$ cat config.mk
export PLATFORM = sky130hd
export DESIGN_NAME = load_align_unit
export DESIGN_NICKNAME = d
export VERILOG_FILES = /design/src/rtl/load_pkg.sv /design/src/rtl/load_extract.sv /design/src/rtl/load_align_unit.sv
export SDC_FILE = /design/constraint.sdc
export NUM_CORES = 1
export LEC_CHECK = 0
export ABC_CLOCK_PERIOD_IN_PS = 1900
export BUFFER_PORTS_ARGS = -buffer_cell sky130_fd_sc_hd__buf_2
export CAP_MARGIN = 25
export CELL_PAD_IN_SITES_DETAIL_PLACEMENT = 0
export CELL_PAD_IN_SITES_GLOBAL_PLACEMENT = 2
export CORE_AREA = 3 3 95 97
export DETAILED_ROUTE_END_ITERATION = 8
export DIE_AREA = 0 0 98 100
export GPL_TIMING_DRIVEN = 1
export HOLD_SLACK_MARGIN = 0.15
export PLACE_DENSITY_LB_ADDON = 0.15
export SLEW_MARGIN = 10
export SYNTH_ARGS = -nofsm -noshare
export SYNTH_HDL_FRONTEND = slang
export SYNTH_HIERARCHICAL = 1
export SYNTH_SLANG_ARGS = --single-unit
$ cat constraint.sdc
create_clock -name clk -period 1.9 [get_ports clk]
set_input_delay 0.19 -clock clk [delete_from_list [all_inputs] [get_ports clk]]
set_output_delay 0.19 -clock clk [all_outputs]
set_load 0.02 [all_outputs]
$ cat src/rtl/load_pkg.sv
// ---------------------------------------------------------------------------
// load_pkg
// Shared definitions for the load-align datapath:
//   - SZ_B/SZ_H/SZ_W/SZ_D : access-size encodings carried on req_size
//   - load_state_t        : load_align_unit FSM states
//   - xlen_is_legal()     : datapath widths the unit supports (32 or 64)
//   - size_is_legal()     : a doubleword access exists only on a 64-bit datapath
// ---------------------------------------------------------------------------
package load_pkg;

    localparam logic [1:0] SZ_B = 2'd0;
    localparam logic [1:0] SZ_H = 2'd1;
    localparam logic [1:0] SZ_W = 2'd2;
    localparam logic [1:0] SZ_D = 2'd3;

    typedef enum logic [2:0] {
        ST_IDLE  = 3'd0,
        ST_REQ0  = 3'd1,
        ST_WAIT0 = 3'd2,
        ST_REQ1  = 3'd3,
        ST_WAIT1 = 3'd4,
        ST_RESP  = 3'd5
    } load_state_t;

    function automatic bit xlen_is_legal(input int xlen);
        return (xlen == 32) || (xlen == 64);
    endfunction

    function automatic bit size_is_legal(input int xlen, input logic [1:0] size);
        return (size != SZ_D) || (xlen == 64);
    endfunction

endpackage

$ cat src/rtl/load_extract.sv
// ---------------------------------------------------------------------------
// load_extract
// Combinational byte-lane extractor. Shifts the two-word window {hi,lo} right
// by off bytes (little-endian), keeps the low 1/2/4/8 bytes and sign- or
// zero-extends them to XLEN.
// Ports:
//   merged      in  2*XLEN  {hi word, lo word}; hi is zero when unused
//   off         in  OFFW    byte offset of the access within lo
//   size        in  2       SZ_B/SZ_H/SZ_W/SZ_D
//   is_unsigned in  1       1 = zero-extend, 0 = sign-extend
//   result      out XLEN    extended load value
// ---------------------------------------------------------------------------
module load_extract
    import load_pkg::*;
#(
    parameter int XLEN = 32,
    parameter int OFFW = $clog2(XLEN/8)
) (
    input  logic [2*XLEN-1:0] merged,
    input  logic [OFFW-1:0]   off,
    input  logic [1:0]        size,
    input  logic              is_unsigned,
    output logic [XLEN-1:0]   result
);

    logic [XLEN-1:0] shifted;
    logic [XLEN-1:0] mask;
    logic [XLEN-1:0] field;
    logic            sign;

    // A full-width access leaves mask all-ones, so ~mask is zero and the
    // value passes through untouched whatever is_unsigned says.
    always_comb begin
        shifted = XLEN'(merged >> {off, 3'b000});
        mask    = '1;
        sign    = shifted[XLEN-1];
        case (size)
            SZ_B: begin
                mask = XLEN'(8'hFF);
                sign = shifted[7];
            end
            SZ_H: begin
                mask = XLEN'(16'hFFFF);
                sign = shifted[15];
            end
            SZ_W: begin
                mask = XLEN'(32'hFFFF_FFFF);
                sign = shifted[31];
            end
            default: ;
        endcase
        field  = shifted & mask;
        result = (!is_unsigned && sign) ? (field | ~mask) : field;
    end

endmodule

$ cat src/rtl/load_align_unit.sv
// ---------------------------------------------------------------------------
// load_align_unit
// Load-data path between the data-memory port and writeback. Accepts one load
// at a time, issues one memory read (two for a word-crossing access when
// LOAD_MISALIGN_SPLIT_EN is defined), extracts and extends the addressed
// bytes and returns them over a valid/ready handshake.
// Build option:
//   LOAD_MISALIGN_SPLIT_EN  defined   -> misaligned loads are serviced, crossing
//                                        ones with a second read of the next word
//                           undefined -> misaligned loads return resp_err
// Ports:
//   clk, rst                       clock, synchronous active-high reset
//   req_valid/req_ready            load request handshake (ready only in IDLE)
//   req_off/req_size/req_unsigned  byte offset, size code, zero-extend flag
//   mem_req_valid/mem_req_ready    memory read request handshake
//   mem_req_hi                     0 = base word, 1 = next aligned word
//   mem_rvalid/mem_rdata           memory read return
//   resp_valid/resp_ready          result handshake
//   resp_data/resp_err             extended result, misaligned/illegal flag
// ---------------------------------------------------------------------------
module load_align_unit
    import load_pkg::*;
#(
    parameter int XLEN = 32,
    parameter int OFFW = $clog2(XLEN/8)
) (
    input  logic            clk,
    input  logic            rst,
    input  logic            req_valid,
    output logic            req_ready,
    input  logic [OFFW-1:0] req_off,
    input  logic [1:0]      req_size,
    input  logic            req_unsigned,
    output logic            mem_req_valid,
    input  logic            mem_req_ready,
    output logic            mem_req_hi,
    input  logic            mem_rvalid,
    input  logic [XLEN-1:0] mem_rdata,
    output logic            resp_valid,
    input  logic            resp_ready,
    output logic [XLEN-1:0] resp_data,
    output logic            resp_err
);

    localparam int BYTES = XLEN / 8;

    if (!xlen_is_legal(XLEN)) begin : g_bad_xlen
        $error("load_align_unit: XLEN must be 32 or 64");
    end

    load_state_t     state;
    logic [OFFW-1:0] off_q;
    logic [1:0]      size_q;
    logic            uns_q;
    logic [3:0]      nb;
    logic            illegal;
    logic            reject;
    logic [XLEN-1:0] ext_lo;
    logic [XLEN-1:0] ext_hi;
    logic [XLEN-1:0] ext_result;
`ifdef LOAD_MISALIGN_SPLIT_EN
    logic            crosses;
    logic            split_q;
    logic [XLEN-1:0] lo_q;
`else
    logic            misaligned;
`endif

    // Ready depends on rst as well so that it reads 0 while reset is held.
    assign req_ready = (state == ST_IDLE) && !rst;

    // Classify the incoming request: rejected requests never touch memory.
    always_comb begin
        nb      = 4'd1 << req_size;
        illegal = !size_is_legal(XLEN, req_size);
`ifdef LOAD_MISALIGN_SPLIT_EN
        crosses = (32'(req_off) + 32'(nb)) > 32'(BYTES);
        reject  = illegal;
`else
        misaligned = (OFFW'(nb - 4'd1) & req_off) != '0;
        reject     = illegal || misaligned;
`endif
    end

    // Extractor sees the live read data so the result is registered in the
    // same edge that consumes mem_rvalid; in WAIT1 the saved low word joins it.
    always_comb begin
        ext_lo = mem_rdata;
        ext_hi = '0;
`ifdef LOAD_MISALIGN_SPLIT_EN
        if (state == ST_WAIT1) begin
            ext_lo = lo_q;
            ext_hi = mem_rdata;
        end
`endif
    end

    load_extract #(
        .XLEN (XLEN),
        .OFFW (OFFW)
    ) u_extract (
        .merged      ({ext_hi, ext_lo}),
        .off         (off_q),
        .size        (size_q),
        .is_unsigned (uns_q),
        .result      (ext_result)
    );

    // Main FSM with registered outputs; mem_rvalid is only looked at in the
    // WAIT states, so stray or post-reset returns fall on the floor.
    always_ff @(posedge clk) begin
        if (rst) begin
            state         <= ST_IDLE;
            mem_req_valid <= 1'b0;
            mem_req_hi    <= 1'b0;
            resp_valid    <= 1'b0;
            resp_data     <= '0;
            resp_err      <= 1'b0;
            off_q         <= '0;
            size_q        <= SZ_B;
            uns_q         <= 1'b0;
`ifdef LOAD_MISALIGN_SPLIT_EN
            split_q       <= 1'b0;
            lo_q          <= '0;
`endif
        end else begin
            case (state)
                ST_IDLE: begin
                    if (req_valid && req_ready) begin
                        off_q  <= req_off;
                        size_q <= req_size;
                        uns_q  <= req_unsigned;
`ifdef LOAD_MISALIGN_SPLIT_EN
                        split_q <= crosses;
`endif
                        if (reject) begin
                            state      <= ST_RESP;
                            resp_valid <= 1'b1;
                            resp_data  <= '0;
                            resp_err   <= 1'b1;
                        end else begin
                            state         <= ST_REQ0;
                            mem_req_valid <= 1'b1;
                            mem_req_hi    <= 1'b0;
                        end
                    end
                end
                ST_REQ0: begin
                    if (mem_req_ready) begin
                        mem_req_valid <= 1'b0;
                        state         <= ST_WAIT0;
                    end
                end
                ST_WAIT0: begin
                    if (mem_rvalid) begin
`ifdef LOAD_MISALIGN_SPLIT_EN
                        if (split_q) begin
                            lo_q          <= mem_rdata;
                            state         <= ST_REQ1;
                            mem_req_valid <= 1'b1;
                            mem_req_hi    <= 1'b1;
                        end else begin
                            state      <= ST_RESP;
                            resp_valid <= 1'b1;
                            resp_data  <= ext_result;
                            resp_err   <= 1'b0;
                        end
`else
                        state      <= ST_RESP;
                        resp_valid <= 1'b1;
                        resp_data  <= ext_result;
                        resp_err   <= 1'b0;
`endif
                    end
                end
`ifdef LOAD_MISALIGN_SPLIT_EN
                ST_REQ1: begin
                    if (mem_req_ready) begin
                        mem_req_valid <= 1'b0;
                        mem_req_hi    <= 1'b0;
                        state         <= ST_WAIT1;
                    end
                end
                ST_WAIT1: begin
                    if (mem_rvalid) begin
                        state      <= ST_RESP;
                        resp_valid <= 1'b1;
                        resp_data  <= ext_result;
                        resp_err   <= 1'b0;
                    end
                end
`endif
                ST_RESP: begin
                    if (resp_ready) begin
                        resp_valid <= 1'b0;
                        state      <= ST_IDLE;
                    end
                end
                default: begin
                    state <= ST_IDLE;
                end
            endcase
        end
    end

endmodule

* After elaboration in Yosys (flattened, before gate mapping)
Index checks and enable logic that the tools add are counted.
** Cells by class
- Add/subtract/negate cells :: 1
- Shift-type cells :: 2
- Muxes and demuxes :: 24
- Bitwise gates (word level) :: 4
- Equality and inequality tests :: 11
- Reductions and logical operators :: 18
** Operator list (number)
- 32-bit two-way mux :: 4
- 32-bit case mux with 2 select lines :: 2
- 32-bit bitwise AND :: 1
- 32-bit inverter :: 1
- 32-bit OR :: 1
- 32-bit by 5-bit right shift with 32-bit output :: 1
- 3-bit two-way mux :: 5
- 2-bit != test (second input constant) :: 6
- 3-bit case mux with 4 select lines :: 1
- 4-bit AND reduction :: 3
- 1-bit two-way mux :: 8
- 1-bit case mux with 2 select lines :: 3
- 2-bit nonzero test :: 3
- 5-bit AND reduction :: 1
- 3-bit by 1-bit equality test with 1-bit output (second input constant) :: 1
- 3-bit by 2-bit equality test with 1-bit output (second input constant) :: 1
- 3-bit equality test (second input constant) :: 1
- 1-bit logical AND :: 3
- 1-bit logical NOT :: 3
- 3-bit logical NOT :: 1
- 1-bit case mux with 3 select lines :: 1
- 3-bit nonzero test :: 1
- 2-bit bitwise AND :: 1
- 2-bit by 1-bit equality test with 1-bit output (second input constant) :: 1
- other kinds (6) :: 6
** Storage, ports and cells
- Flip-flop bits (word level) :: 43
- Input bits :: 43
- Word-level logic and storage cells :: 68

* Logic depth before layout (Yosys ltp)
Gate-level depths: netlist of run 1.
- Depth in word-level cells :: 8
- Mapped depth :: 7

* Cells and area by module
Netlist of run 1, hierarchy kept.
** Modules (own cells, without submodules)
- load_align_unit :: instances 1, cells each 138, area an instance 1514.0 um^2
- load_extract :: instances 1, cells each 108, area an instance 1109.8 um^2

* Least setup slack after synthesis of run 1
Ideal clock, no wire load.
- Path kind :: reg-to-reg
- From :: reg off_q[0]
- To :: reg resp_data[23]
- Required time :: 1.783 ns
- Cell stages (with the launch flop) :: 8
- Data arrival time :: 1.475 ns
- Buffers on the path :: 2
- Setup time :: 0.117 ns
- Setup slack :: 0.308 ns
- Path through :: dfxtp_1 buf_6 mux2_4 o221ai_2 o21bai_4 buf_8 nand2_1 a22o_1
** Between the ends
- Longest elaborated chain between the ends :: 6
- Elaborated cells between the ends (all ways) :: 8
- Classes of those cells :: shift (1); mux (4); bitwise (2); reduce/logical (1)
** Ends and longest elaborated chain
- from (decl) :: line load_align_unit.sv:52 : logic [OFFW-1:0] off_q;
- from (signal assigned) :: line load_align_unit.sv:130 : off_q <= req_off;
- 32-bit by 5-bit right shift with 32-bit output (*) :: line load_extract.sv:34 : shifted = XLEN'(merged >> {off, 3'b000});
- 1-bit case mux with 2 select lines / 32-bit bitwise AND (equally long branches) :: line load_extract.sv:37, load_extract.sv:52
- 1-bit logical AND / 32-bit OR (equally long branches) :: line load_extract.sv:53 : result = (!is_unsigned && sign) ? (field | ~mask) : field;
- 32-bit two-way mux (*) :: line load_extract.sv:53
- net ext_result[23] :: line load_align_unit.sv:60 : logic [XLEN-1:0] ext_result;
- 32-bit two-way mux (*) :: line load_align_unit.sv:155 : if (mem_rvalid) begin
- 32-bit case mux with 2 select lines (*) :: line load_align_unit.sv:127 : case (state)
- to (signal assigned) :: line load_align_unit.sv:171 : resp_data <= ext_result;
- to (decl) :: line load_align_unit.sv:41 : output logic [XLEN-1:0] resp_data,
Mark *: on every way through the listed nets, which the timed path passes. The rest lies on a longest branch. The select of a mux whose other input is x is not followed.
A chain may end at the register's enable or synchronous reset.

* Worst setup path after layout of run 1
- From :: reg off_q[0]
- To :: reg resp_data[13]
The elaborated chain is that of the path after synthesis.

==> results of run 1 <==
## routing by layer
metal	GRT usage	share of wire
met1	0.205	0.47
met2	0.256	0.47
met3	0.0320	0.048
met4	0.0351	0.0090
met5	0	0
## path summary, 6_finish.rpt
path | start | end | slack (ns) | depth (start not counted)
worst max-delay path | off_q[0] | resp_data[13] | 0.20 | 5
worst max register to register | off_q[0] | resp_data[13] | 0.20 | 5
worst min register to register | resp_err | resp_err | 0.47 | 2
worst min-delay path | req_size[0] | size_q[0] | 0.15 | 3
## where the power goes
part	internal [mW]	switching [mW]	total, mW
Sequential	0.945	0.0445	0.989
Clock	0.259	0.316	0.575
Combinational	0.390	0.436	0.826
## placed cells by master, fill, tap and decap left out, types with 2 or more instances in the layout
cell type,netlist,layout
a21oi_1,4,4
a22o_1,32,32
buf_12,0,3
buf_2,8,78
buf_4,4,11
clkbuf_1,4,2
clkbuf_8,0,5
conb_1,1,48
dfxtp_1,43,41
dfxtp_2,0,2
dlygate4sd3_1,0,2
inv_1,5,5
mux2i_1,6,6
mux4_2,29,29
nand2_1,48,48
nand2b_1,8,8
nor2_1,9,8
nor3_1,3,3
o211ai_1,2,2
o21ai_0,9,9
o21ai_1,6,6
## metrics by stage
step / cell area (um2) / std cells / hold WS, ns / util
5_1_grt: 3410 / 477 / 0.165 / 0.415
4_1_cts: 3410 / 477 / 0.150 / 0.415
6_report: 3410 / 477 / 0.153 / 0.415
2_1_floorplan: 2800 / 293 / 0.305 / -
3_3_place_gp: 3310 / 467 / 0.397 / 0.403
3_5_place_dp: 3310 / 467 / 0.397 / 0.403
## worst max-delay path, cell delays in order, from the launching register on
cell     delay [ns]
dfxtp_2        0.38
buf_4          0.30
mux4_2         0.55
o21ai_0        0.09
nand2_1        0.07
a22o_1         0.19
## repair_timing
| item | in CTS | in global routing |
|---|---|---|
| gates resized for setup | 0 | 0 |
| hold endpoints to repair | 2 | 0 |
| endpoints found under the setup margin | 0 | 0 |
| hold buffers | 2 | 0 |
## state kept, by name (all words and copies together) (netlist names)
signal         count
resp_valid         1
state              3
resp_err           1
off_q              2
resp_data         32
size_q             2
mem_req_valid      1
uns_q              1
## layout make-up
class	instances	area, um2	share of cell area
multi-input cells	222	1760	0.517
clock inverters	1	5.00	0.00147
repair buffers	94	553	0.162
inverters	5	18.8	0.00550
flip-flops and latches	43	863	0.253
clock buffers	7	76.3	0.0224
well taps	105	131	0.0385
## cell families (layout without fill, tap and decap cells)
family	after synthesis	in the layout
buffers and inverters	28	107
other	1	48
flip-flops	43	43
AND/OR/NAND/NOR	75	75
multiplexers	37	37
AO/OA/AOI/OAI	62	62
==> results by group, run 1 <==
Placement
  – Port Buffers: 78
  – GPL Wtd Cong: a little over 0.7
  – Dpl hpwl: around 5400 um
  – Setup WS pre-CTS: between 0.15 and 0.2 ns

Detailed routing
  – Routed WL per cell: ~15 um
  – Vias: 2,318
  – Via density: about 4.9
  – ANT nets after route: 0
  – Initial DRC count: 69
  – 1st-pass router iterations: 4
  – DRC viols: 0
  – Routed WL: 7220 um

Synthesis
  – Area share of the largest cell type after synthesis: 0.328
  – Synth cell types: 37
  – Post-Syn Instances: ~250
  – Sequential fraction of the synthesis area: 0.328
  – Top post-synthesis cells by area: dfxtp_1 (33%), mux4_2 (25%), a22o_1 (11%), nand2_1 (6.9%), buf_6 (2.6%)
  – Dominant synthesized flop cell: dfxtp_1
  – Async S/R FF share, synth: 0
  – Synth area leader: dfxtp_1
  – Compound-cell area share of the yosys netlist: 0.186
  – Synth cell count leaders: nand2_1 (48), dfxtp_1 (43), a22o_1 (32)
  – Synth Register Bits: 43
  – Post-Synth Simple-Gate Area: 0.132
  – Mean post-synth cell area: about 11 um2
  – Synth warnings: 6
  – Largest family of logic cells by synthesized area: multiplexers
  – Most frequent cell after synthesis: nand2_1
  – Mux cell area share after synthesis: 0.282
  – Synth Cell Area: 2620 um2
  – Post-Synth XOR/XNOR Area: 0
  – Post-synth EDFFs: 0
  – Adder-Cell Fraction of Synth Area: 0

Clock network
  – CTS Buf Count: 5
  – Worst skew pair latency: 0.29 ns
  – Clock H-tree levels: 2
  – CTS tree: done
  – Clk slew on worst S/H paths: around 0.080 ns
  – Root buffer cell: clkbuf_8
  – Worst-case clock buffer depth: 2
  – # clock sinks: 43
  – Postcts setup bufs: 0

Cells and area
  – Fraction of layout cells with a size suffix above 1: 0.371
  – Diode count: 0
  – Layout net count: around 410
  – P&R area growth vs syn: 30.0%
  – Fill cells: ~880

Flow run
  – Max cap viols: 0

Power and ir drop
  – Power Density: between 700 and 800 nW/um2
  – Total Power: 2.39 mW
  – P_leak: between 1.5 and 2 nW
  – Peak VDD IR: around 0.34 mV

Run status
  – Run status: complete, no violations

STA
  – Clock Skew: 0.00698 ns
  – Peak Freq: 587 MHz
  – Minimum clock period: around 1.7 ns
  – Final hold violations: 0
  – Tcrit/Tclk final: 0.897
  – Final Max Slew Viols: 0
  – Final Setup Violations: 0
  – Post-route setup slack: between 0.15 and 0.2 ns
  – RSZ-0062 raised after global routing: false
  – Final setup TNS: 0 ns

Floorplan
  – Initial Util: 0.319
  – Die area: between 9000 and 10,000 um2
  – Rows: 33
  – Die W: roughly 98 um
  – Die span in y: around 100 um
  – IO Count: 80
  – Core area: around 8000 um2

Global route
  – GRT overflow: 0
  – Largest net degree at the start of global routing: 33
  – Overall Global Routing Usage: 0.153
  – First-pass GRT wire length: around 12,000 um
  – Initial antenna violation count: 0
  – Vias in the first global route: roughly 2,400

Critical path
  – Worst Setup Start Kind: register
  – Top fanout value on the critical path: 16
  – WP data required: ~2.1 ns
  – CP Capture Type: register
  – Crit path kind: register to register
  – Crit path arrival time: 1.89 ns

Worst hold path
  – Hold crit path type: input port to register
(Power assumes the default switching activity.)
==> inputs of run 2 (changes only) <==
--- a/config.mk
+++ b/config.mk
@@ -10,9 +10,9 @@
 export CAP_MARGIN = 25
 export CELL_PAD_IN_SITES_DETAIL_PLACEMENT = 0
 export CELL_PAD_IN_SITES_GLOBAL_PLACEMENT = 2
-export CORE_AREA = 3 3 95 97
+export CORE_AREA = 2 2 94 96
 export DETAILED_ROUTE_END_ITERATION = 8
-export DIE_AREA = 0 0 98 100
+export DIE_AREA = 0 0 96 98
 export GPL_TIMING_DRIVEN = 1
 export HOLD_SLACK_MARGIN = 0.15
 export PLACE_DENSITY_LB_ADDON = 0.15
==> results by group, run 2 (synthesized netlist as in run 1, its figures left out) <==
Power and ir drop
  – Power share of the combinational group: 0.332 (-0.014)
  – Sw Pwr: 0.801 mW (+0.45%)
  – Total Power: 2.55 mW (+6.7%)
  – Sequential group share of total power: 0.387 (-0.027)
  – P_leak: 1.57 nW (+2.3%)
  – Clock Power Share: 0.280 (+0.039)
  – Peak VDD IR: 0.365 mV (+8.1%)
  – Power Density: 729 nW/um2 (+4.0%)
  – Switching share of power: 0.314 (-0.0194)
  – Int Pwr: 1.75 mW (+9.8%)

STA
  – Final Max Slew Viols: 0 (unchanged)
  – RSZ-0062 raised after global routing: false
  – Final setup TNS: 0 ns (unchanged)
  – Final Setup Violations: 0 (unchanged)
  – Final hold violations: 0 (unchanged)
  – Least-Margin Pin Slew: 0.501 ns
  – Minimum clock period: 1.69 ns (-0.0170 ns)
  – Tcrit/Tclk final: 0.888 (-0.00893)
  – Peak Freq: 593 MHz (+1.0%)
  – Clock Skew: 0.00975 ns (+0.00277 ns)
  – Slew headroom: 0.665

Critical path
  – WP data required: 2.09 ns (about the same)
  – Reg2reg path depth: 5 (unchanged)
  – RR Startpoint: off_q[0]
  – FF-to-FF setup slack: 0.26 ns (+0.06 ns)
  – CP Capture Type: register
  – Worst Setup Start Kind: input port
  – End of the worst register-to-register path: resp_data[12]
  – CP max stage cell: dlygate4sd3_1
  – CP max stage delay: 0.53 ns (-0.02 ns)
  – Crit path kind: input port to register
  – Top fanout value on the critical path: 10 (-6)
  – Worst path cell trace: dlygate4sd3_1, buf_2, a21oi_1, nor2_1, a211oi_4, buf_4, a22o_1
  – Crit path arrival time: 1.88 ns (about the same)

Detailed routing
  – 1st-pass router iterations: 4 (unchanged)
  – DRC viols: 0 (unchanged)
  – Routed WL per cell: 14.4 um (-5.1%)
  – Via density: 4.66 (-4.1%)
  – ANT nets after route: 0 (unchanged)
  – Routed WL: 6940 um (-3.9%)
  – Initial DRC count: 84 (+22%)
  – Vias: 2,252 (-2.8%)

Cells and area
  – Final Non-Filler Cells: 483 (+1.3%)
  – Fraction of layout cells with a size suffix above 1: 0.371 (about the same)
  – P&R area growth vs syn: 33.3%
  – Diode count: 0 (unchanged)
  – Biggest regs: resp_data: 32 flops, state: 3 flops
  – Max reg flops: 32 (unchanged)
  – Layout net count: 418 (+0.97%)
  – Most frequent cells in the layout: buf_2 (78), nand2_1 (48), conb_1 (48)
  – Top reg by flops: resp_data
  – Commonest non-fill, non-tap cell in the layout: buf_2

Clock network
  – Root buffer cell: clkbuf_8
  – CTS tree: done
  – Worst-case clock buffer depth: 2 (unchanged)
  – Clock H-tree levels: 2 (unchanged)
  – Clk slew on worst S/H paths: 0.08 ns (about the same)
  – Post-CTS Resized: 0 (unchanged)
  – # clock sinks: 43 (unchanged)
  – Worst skew pair latency: 0.30 ns (about the same)
  – CTS Buf Count: 5 (unchanged)

Worst hold path
  – Hold Crit Start: mem_req_ready
  – WHS Path Cells: 4 (+1)
  – Hold crit path type: input port to register
  – Hold path endpoint: state[0]

Global route
  – Initial antenna violation count: 0 (unchanged)
  – Vias in the first global route: 2,187 (-8.5%)
  – GRT overflow: 0 (unchanged)
  – First-pass GRT wire length: 11,200 um (-7.6%)
  – Largest net degree at the start of global routing: 34 (+3.0%)
  – Overall Global Routing Usage: 0.152 (-0.000905)

Floorplan
  – Die area: 9410 um2 (-4.0%)
  – Rows: 34 (+3.0%)
  – Initial Util: 0.310 (-0.00939)
  – Die span in y: 98 um (-2.0%)
  – Die W: 96 um (-2.0%)
  – IO Count: 80 (unchanged)
  – Core area: 8470 um2 (+3.0%)

Run status
  – Run status: complete, no violations

Placement
  – Dpl hpwl: 5110 um (-5.9%)
  – GPL Wtd Cong: 0.771 (+8.1%)
  – DP Cell Count: 469 (+0.43%)
  – Port Buffers: 78 (unchanged)

Flow run
  – Max cap viols: 0 (unchanged)
[run 2: worst max-delay path, delay by kind of cell]
family | cells | cell delay (ns)
AOI/OAI and AO/OA | 3 | 0.43
and+or+nand+nor | 1 | 0.40
buffers and inverters | 3 | 0.85
[run 2: worst max-delay path by stage]
stage	depth (start not counted)	start	endpoint	slack [ns]
2_1_floorplan	7	off_q[0]	resp_data[23]	0.31
3_3_place_gp	5	state[0]	resp_data[0]	0.19
3_5_place_dp	5	state[0]	resp_data[8]	0.15
4_1_cts	7	req_size[1]	resp_data[17]	0.02
5_1_grt	5	off_q[0]	resp_data[12]	0.1
6_report	7	req_size[1]	resp_data[6]	0.21
[run 2: metrics by stage]
step / area, um2 / utilization / hold WS (ns) / setup WS (ns)
floorplan: 2800 / - / 0.305 / 0.308
global placement: 3330 / 0.393 / 0.401 / 0.188
detailed placement: 3330 / 0.393 / 0.398 / 0.148
CTS: 3480 / 0.411 / 0.218 / 0.0170
global route: 3500 / 0.413 / 0.236 / 0.0975
finish: 3500 / 0.413 / 0.221 / 0.212
[run 2: final cells by class]
type | instances | area (um2)
flip-flops and latches | 43 | 863
well taps | 108 | 135
inverters | 5 | 18.8
clock buffers | 6 | 72.6
fillers | 883 | 4970
repair buffers | 98 | 616
multi-input cells | 222 | 1760
clock inverters | 1 | 30.0
[run 2: power groups by stage]
stage | sequential, mW | combinational [mW] | clock [mW]
floorplan | 1.02 | 0.608 | 0
global placement | 1.01 | 0.851 | 0
detailed placement | 1.01 | 0.851 | 0
CTS | 0.990 | 0.859 | 0.732
global route | 0.997 | 0.942 | 0.772
finish | 0.987 | 0.847 | 0.715
[run 2: routing by layer]
metal | part of all wire | global-route usage
met1 | 0.47 | 0.216
met2 | 0.47 | 0.236
met3 | 0.048 | 0.0285
met4 | 0.011 | 0.0429
met5 | 0 | 0
[run 2: timing repair]
item | CTS | global route
buffers inserted | 0 | 2
endpoints found under the setup margin | 0 | 20
hold endpoints to repair | 5 | 0
hold buffers | 5 | 0
